`src/rtl/seq_detector_param.sv`:
```
// rtl/seq_detector_param.sv - parametrised Moore serial pattern detector with runtime-loadable pattern
// Optional Mealy early-match output z_early is enabled by defining SEQDET_MEALY_OUT_EN.
module seq_detector_param #(
   parameter int               PAT_W   = 4,
   parameter logic [PAT_W-1:0] PATTERN = 4'b1101,
   parameter bit               OVERLAP = 1'b1,
   parameter int               CNT_W   = 8
) (
   input  logic                         clk,
   input  logic                         reset,
   input  logic                         x,
   input  logic                         en,
   input  logic                         pat_load,
   input  logic [PAT_W-1:0]             pat_in,
   output logic [$clog2(PAT_W+1)-1:0]   state,
   output logic                         z,
   output logic [CNT_W-1:0]             match_cnt,
   output logic                         cnt_sat
`ifdef SEQDET_MEALY_OUT_EN
   ,
   output logic                         z_early
`endif
);

   localparam int SW = $clog2(PAT_W+1);
   localparam logic [SW-1:0]  FULL = SW'(PAT_W);
   localparam logic [PAT_W:0] ONE  = (PAT_W+1)'(1);

   logic [PAT_W-1:0] pat_q, pat_d;
   logic [SW-1:0]    state_q, state_d;
   logic [CNT_W-1:0] cnt_q, cnt_d;
   logic             sat_q, sat_d;

   logic [SW-1:0]    s_eff;
   logic [PAT_W:0]   hist;
   logic [PAT_W:0]   mask;
   logic [SW-1:0]    next_state;

   // The last s_eff accepted bits are by definition the pattern prefix of that
   // length, so the history needed for the fallback is rebuilt from pat_q.
   always_comb begin
      s_eff = state_q;
      if ((state_q == FULL) && !OVERLAP) begin
         s_eff = '0;
      end
      hist       = {(pat_q >> (FULL - s_eff)), x};
      mask       = '0;
      next_state = '0;
      // Ascending scan: the longest prefix that is also a suffix wins.
      for (int k = 1; k <= PAT_W; k++) begin
         mask = (ONE << k) - ONE;
         if ((k <= int'(s_eff) + 1) &&
             ((hist & mask) == {1'b0, (pat_q >> (PAT_W - k))})) begin
            next_state = SW'(k);
         end
      end
   end

   always_comb begin
      pat_d   = pat_q;
      state_d = state_q;
      cnt_d   = cnt_q;
      sat_d   = sat_q;
      if (pat_load) begin
         pat_d   = pat_in;
         state_d = '0;
      end else if (en) begin
         state_d = next_state;
         if ((next_state == FULL) && (cnt_q != '1)) begin
            cnt_d = cnt_q + CNT_W'(1);
         end
      end
      if (cnt_d == '1) begin
         sat_d = 1'b1;
      end
   end

   always_ff @(posedge clk) begin
      if (reset) begin
         pat_q   <= PATTERN;
         state_q <= '0;
         cnt_q   <= '0;
         sat_q   <= 1'b0;
      end else begin
         pat_q   <= pat_d;
         state_q <= state_d;
         cnt_q   <= cnt_d;
         sat_q   <= sat_d;
      end
   end

   assign state     = state_q;
   assign z         = (state_q == FULL);
   assign match_cnt = cnt_q;
   assign cnt_sat   = sat_q;

`ifdef SEQDET_MEALY_OUT_EN
   assign z_early = en & ~pat_load & ~reset & (next_state == FULL);
`endif

endmodule

```
`config.mk`:
```
export PLATFORM = sky130hd
export DESIGN_NAME = seq_detector_param
export DESIGN_NICKNAME = d
export VERILOG_FILES = /design/src/rtl/seq_detector_param.sv
export SDC_FILE = /design/constraint.sdc
export NUM_CORES = 1
export LEC_CHECK = 0
export BUFFER_PORTS_ARGS = -buffer_cell sky130_fd_sc_hd__buf_2
export CAP_MARGIN = 20
export CORE_AREA = 3 3 57 59
export DETAILED_ROUTE_END_ITERATION = 16
export DIE_AREA = 0 0 60 62
export PLACE_DENSITY = 0.68
export SLEW_MARGIN = 20
export SYNTH_ARGS = -nofsm -noshare
export SYNTH_HDL_FRONTEND = slang
export SYNTH_SLANG_ARGS = --single-unit
```
`constraint.sdc`:
```
create_clock -name clk -period 2.8 [get_ports clk]
set_input_delay 0.28 -clock clk [delete_from_list [all_inputs] [get_ports clk]]
set_output_delay 0.28 -clock clk [all_outputs]
set_load 0.1 [all_outputs]
```
==> flow_summary_export.csv <==
group,metric,value,unit
power_and_ir_drop,pwr-share-clk,28.0,%
status,status,"finished clean",
hold_path,holdCritPathClass,"primary input to flip-flop",
sta,worst_pin_slew,0.491,ns
sta,tns,0,ns
sta,max_freq,399,MHz
power_and_ir_drop,vdd_drop_max,0.247,mV
routing,drt_first_pass_iters,4,
setup_path,worstPathRequired,2.99,ns
clocking,postCtsSetupBuffers,0,
clocking,cts.path.max_buffers,2,
synth,avgSynthCellArea,8.50,um^2
synth,ys_seq_area_share,26.0,%
setup_path,reg2regPathDepth,8,
setup_path,worstSetupStartpointType,"flip-flop",
power_and_ir_drop,p_sw_share,28.4,%
finish,final_core_util,50.5,%
setup_path,worstReg2RegStart,"state[0]$_SDFFE_PP0P_",
setup_path,r2r-end,"cnt_sat$_SDFFE_PP0N_",
sta,finalCritPeriodShare,89.6,%
sta,period_minus_slack,2.51,ns
placement,hpwl,2110,um
sta,maxSlewHeadroom,67.5,%
die,die_x,60,um
placement,gp_congestion,0.848,
sta,hold_violations,0,
global_routing,grt_pass1_wl,4670,um
routing,wl,2730,um
global_routing,antenna_found_initial,0,
synth,syn_area,0.00123,mm^2
synth,ys.warnings.count,0,
die,start_util,44.7,%
placement,post_dp_cell_area,0.00137,mm^2
synth,synth_nets,160,
die,fp.dieArea,0.00372,mm^2
die,ios,22,
finish,areaGrowthSynthToFinish,12.9,%
clocking,cts_repair_resize_count,0,
routing,vias,1093,
routing,wire_per_inst,14.1,um
setup_path,worstPathArrival,2.70,ns
sta,hold_slack,0.210,ns
finish,fin_area,0.00139,mm^2
sta,finalClockSkew,0.00479,ns
finish,fin_cells,194,
routing,ant_nets,0,
power_and_ir_drop,combPwrFrac,17.5,%
global_routing,grt_pass1_vias,1057,
run,cap_viol_max_count,0,
finish,nets,179,
routing,routed_via_density,5.63,
hold_path,min_to,"pat_q[0]$_SDFFE_PP1P_",
synth,synthTopCellsByArea,"dfxtp_1, ha_1, mux2i_1",
placement,dp.cells,190,
clocking,insertion_delay,0.29,ns
power_and_ir_drop,switchingPower,0.126,mW
sta,rsz0062_at_grt,"no",
finish,drive_gt1_share,23.9,%
clocking,hold_buffers,0,
global_routing,grt.overflow.total,0,
die,placementRows,19,
synth,synthCells,145,
routing,drc_errors,0,
power_and_ir_drop,p_int,0.318,mW
finish,diodes,0,
sta,maxSlewViolCount,0,
clocking,cts-buffers-inserted,3,
die,die_height,62,um
power_and_ir_drop,power.leakage,0.592,nW
setup_path,crit_type,"flip-flop to flip-flop",
hold_path,hold_path.startpoint,"pat_in[0]",
clocking,cts.clk_slew.worst_paths,0.09,ns
setup_path,critPathMaxFanout,13,
global_routing,grt_max_degree,15,
clocking,cts_tree,"done",
clocking,cts_root_buffer,"clkbuf_4",
synth,yosys.area.top_type,"dfxtp_1",
hold_path,min_path_cells,3,
setup_path,rrSetupSlack,0.29,ns
setup_path,endpoint_kind,"flip-flop",
synth,synth_top_area_share,26.0,%
global_routing,grtUsageTotal,16.6,%
synth,ys_types,45,
sta,setup_viol,0,
power_and_ir_drop,seq_power_share,54.5,%
clocking,cts_max_level,1,
clocking,cts_sinks,16,
power_and_ir_drop,powerDensity,319,mW/mm^2
die,core,0.00276,mm^2
routing,initialDrtViolationCount,39,
placement,io_buffer_count,21,
setup_path,crit_start,"state[0]$_SDFFE_PP0P_",
synth,ys_seq_elements,16,
[how the worst max path moves through the flow]
stage	endpoint	slack (ns)	depth (start not counted)
6_report	cnt_sat$_SDFFE_PP0N_	0.29	8
3_5_place_dp	cnt_sat$_SDFFE_PP0N_	0.29	8
4_1_cts	cnt_sat$_SDFFE_PP0N_	0.27	8
5_1_grt	cnt_sat$_SDFFE_PP0N_	0.12	8
2_1_floorplan	cnt_sat$_SDFFE_PP0N_	0.03	10
3_3_place_gp	cnt_sat$_SDFFE_PP0N_	0.36	8
[logic make-up after synthesis]
family | share of synthesized area (%)
simple gates | 30.0
mux | 9.64
xor+xnor | 9.24
fa+ha+maj | 6.09
buf+inv | 5.18
compound gates | 13.9
flops | 26.0
[power groups by stage]
stage	Sequential, mW	Combinational, mW	Clock (mW)
after floorplan	0.243	0.0680	0
after global placement	0.247	0.0751	0
after detailed placement	0.248	0.0776	0
after CTS	0.242	0.0779	0.132
after global routing	0.244	0.0853	0.141
final	0.242	0.0776	0.124
[final cells by class]
class / instances / area (um^2)
inverter: 5 / 21.3
fill: 262 / 1370
clock buffer: 3 / 22.5
multi-input combinational: 116 / 863
timing repair buffer: 22 / 113
clock inverter: 1 / 3.75
tap: 31 / 38.8
sequential: 16 / 329
[registers in the layout (all words and copies together) (netlist names)]
name,count
cnt_sat,1
match_cnt,8
pat_q,4
state,3
[cell usage in the layout (no fill, tap or decap), types with 2 or more instances in the layout]
| cell type | count |
|---|---|
| ha_1 | 4 |
| nand4b_1 | 2 |
| nor2b_1 | 5 |
| nor2_1 | 13 |
| buf_2 | 21 |
| nand2_1 | 13 |
| clkbuf_4 | 3 |
| and3_1 | 3 |
| o211ai_1 | 3 |
| xnor2_1 | 6 |
| o21ai_0 | 4 |
| a31oi_1 | 2 |
| dfxtp_4 | 2 |
| dfxtp_1 | 13 |
| and2_1 | 4 |
| inv_1 | 4 |
| a21oi_1 | 4 |
| xor2_1 | 7 |
| nand3_1 | 6 |
| mux2i_1 | 7 |
| nand2b_1 | 2 |
| nor3_1 | 6 |
| nand4_1 | 2 |
[worst max-delay path, stage by stage (launching register included)]
cell and delay (ns):
dfxtp_4 0.47, inv_4 0.07, ha_2 0.20, ha_4 0.27
a221oi_1 0.32, o211a_1 0.44, nand2_4 0.10, mux2_4 0.31
a41o_1 0.23
[layer usage]
layer / global-route usage (%) / wire length [um]
met1: 21.1 / 1250
met2: 27.3 / 1300
met3: 3.31 / 104
met4: 6.96 / 78
met5: 0 / 0
[synthesized netlist by cell type (all sizes together)]
library cell	number
a211oi	1
a21oi	4
a221oi	1
a31oi	2
a41o	1
and2	4
and3	3
and4	1
and4b	1
buf	5
clkbuf	3
dfxtp	16
ha	6
inv	5
mux2	2
mux2i	7
mux4	1
nand2	14
nand2b	2
nand3	6
nand3b	1
nand4	2
nand4b	2
nor2	13
nor2b	5
nor3	6
nor3b	1
nor4	2
o211a	1
o211ai	3
o21ai	4
o22ai	1
o311ai	1
o31ai	1
o32a	1
o41ai	1
or3b	1
or4b	1
xnor2	6
xor2	7
[stage by stage]
stage | worst slack [ns] | power (mW)
after floorplan | 0.0266 | 0.311
after global placement | 0.356 | 0.322
after detailed placement | 0.289 | 0.325
after CTS | 0.271 | 0.453
after global routing | 0.121 | 0.470
final | 0.291 | 0.444
Power figures use the tool's default switching activity.
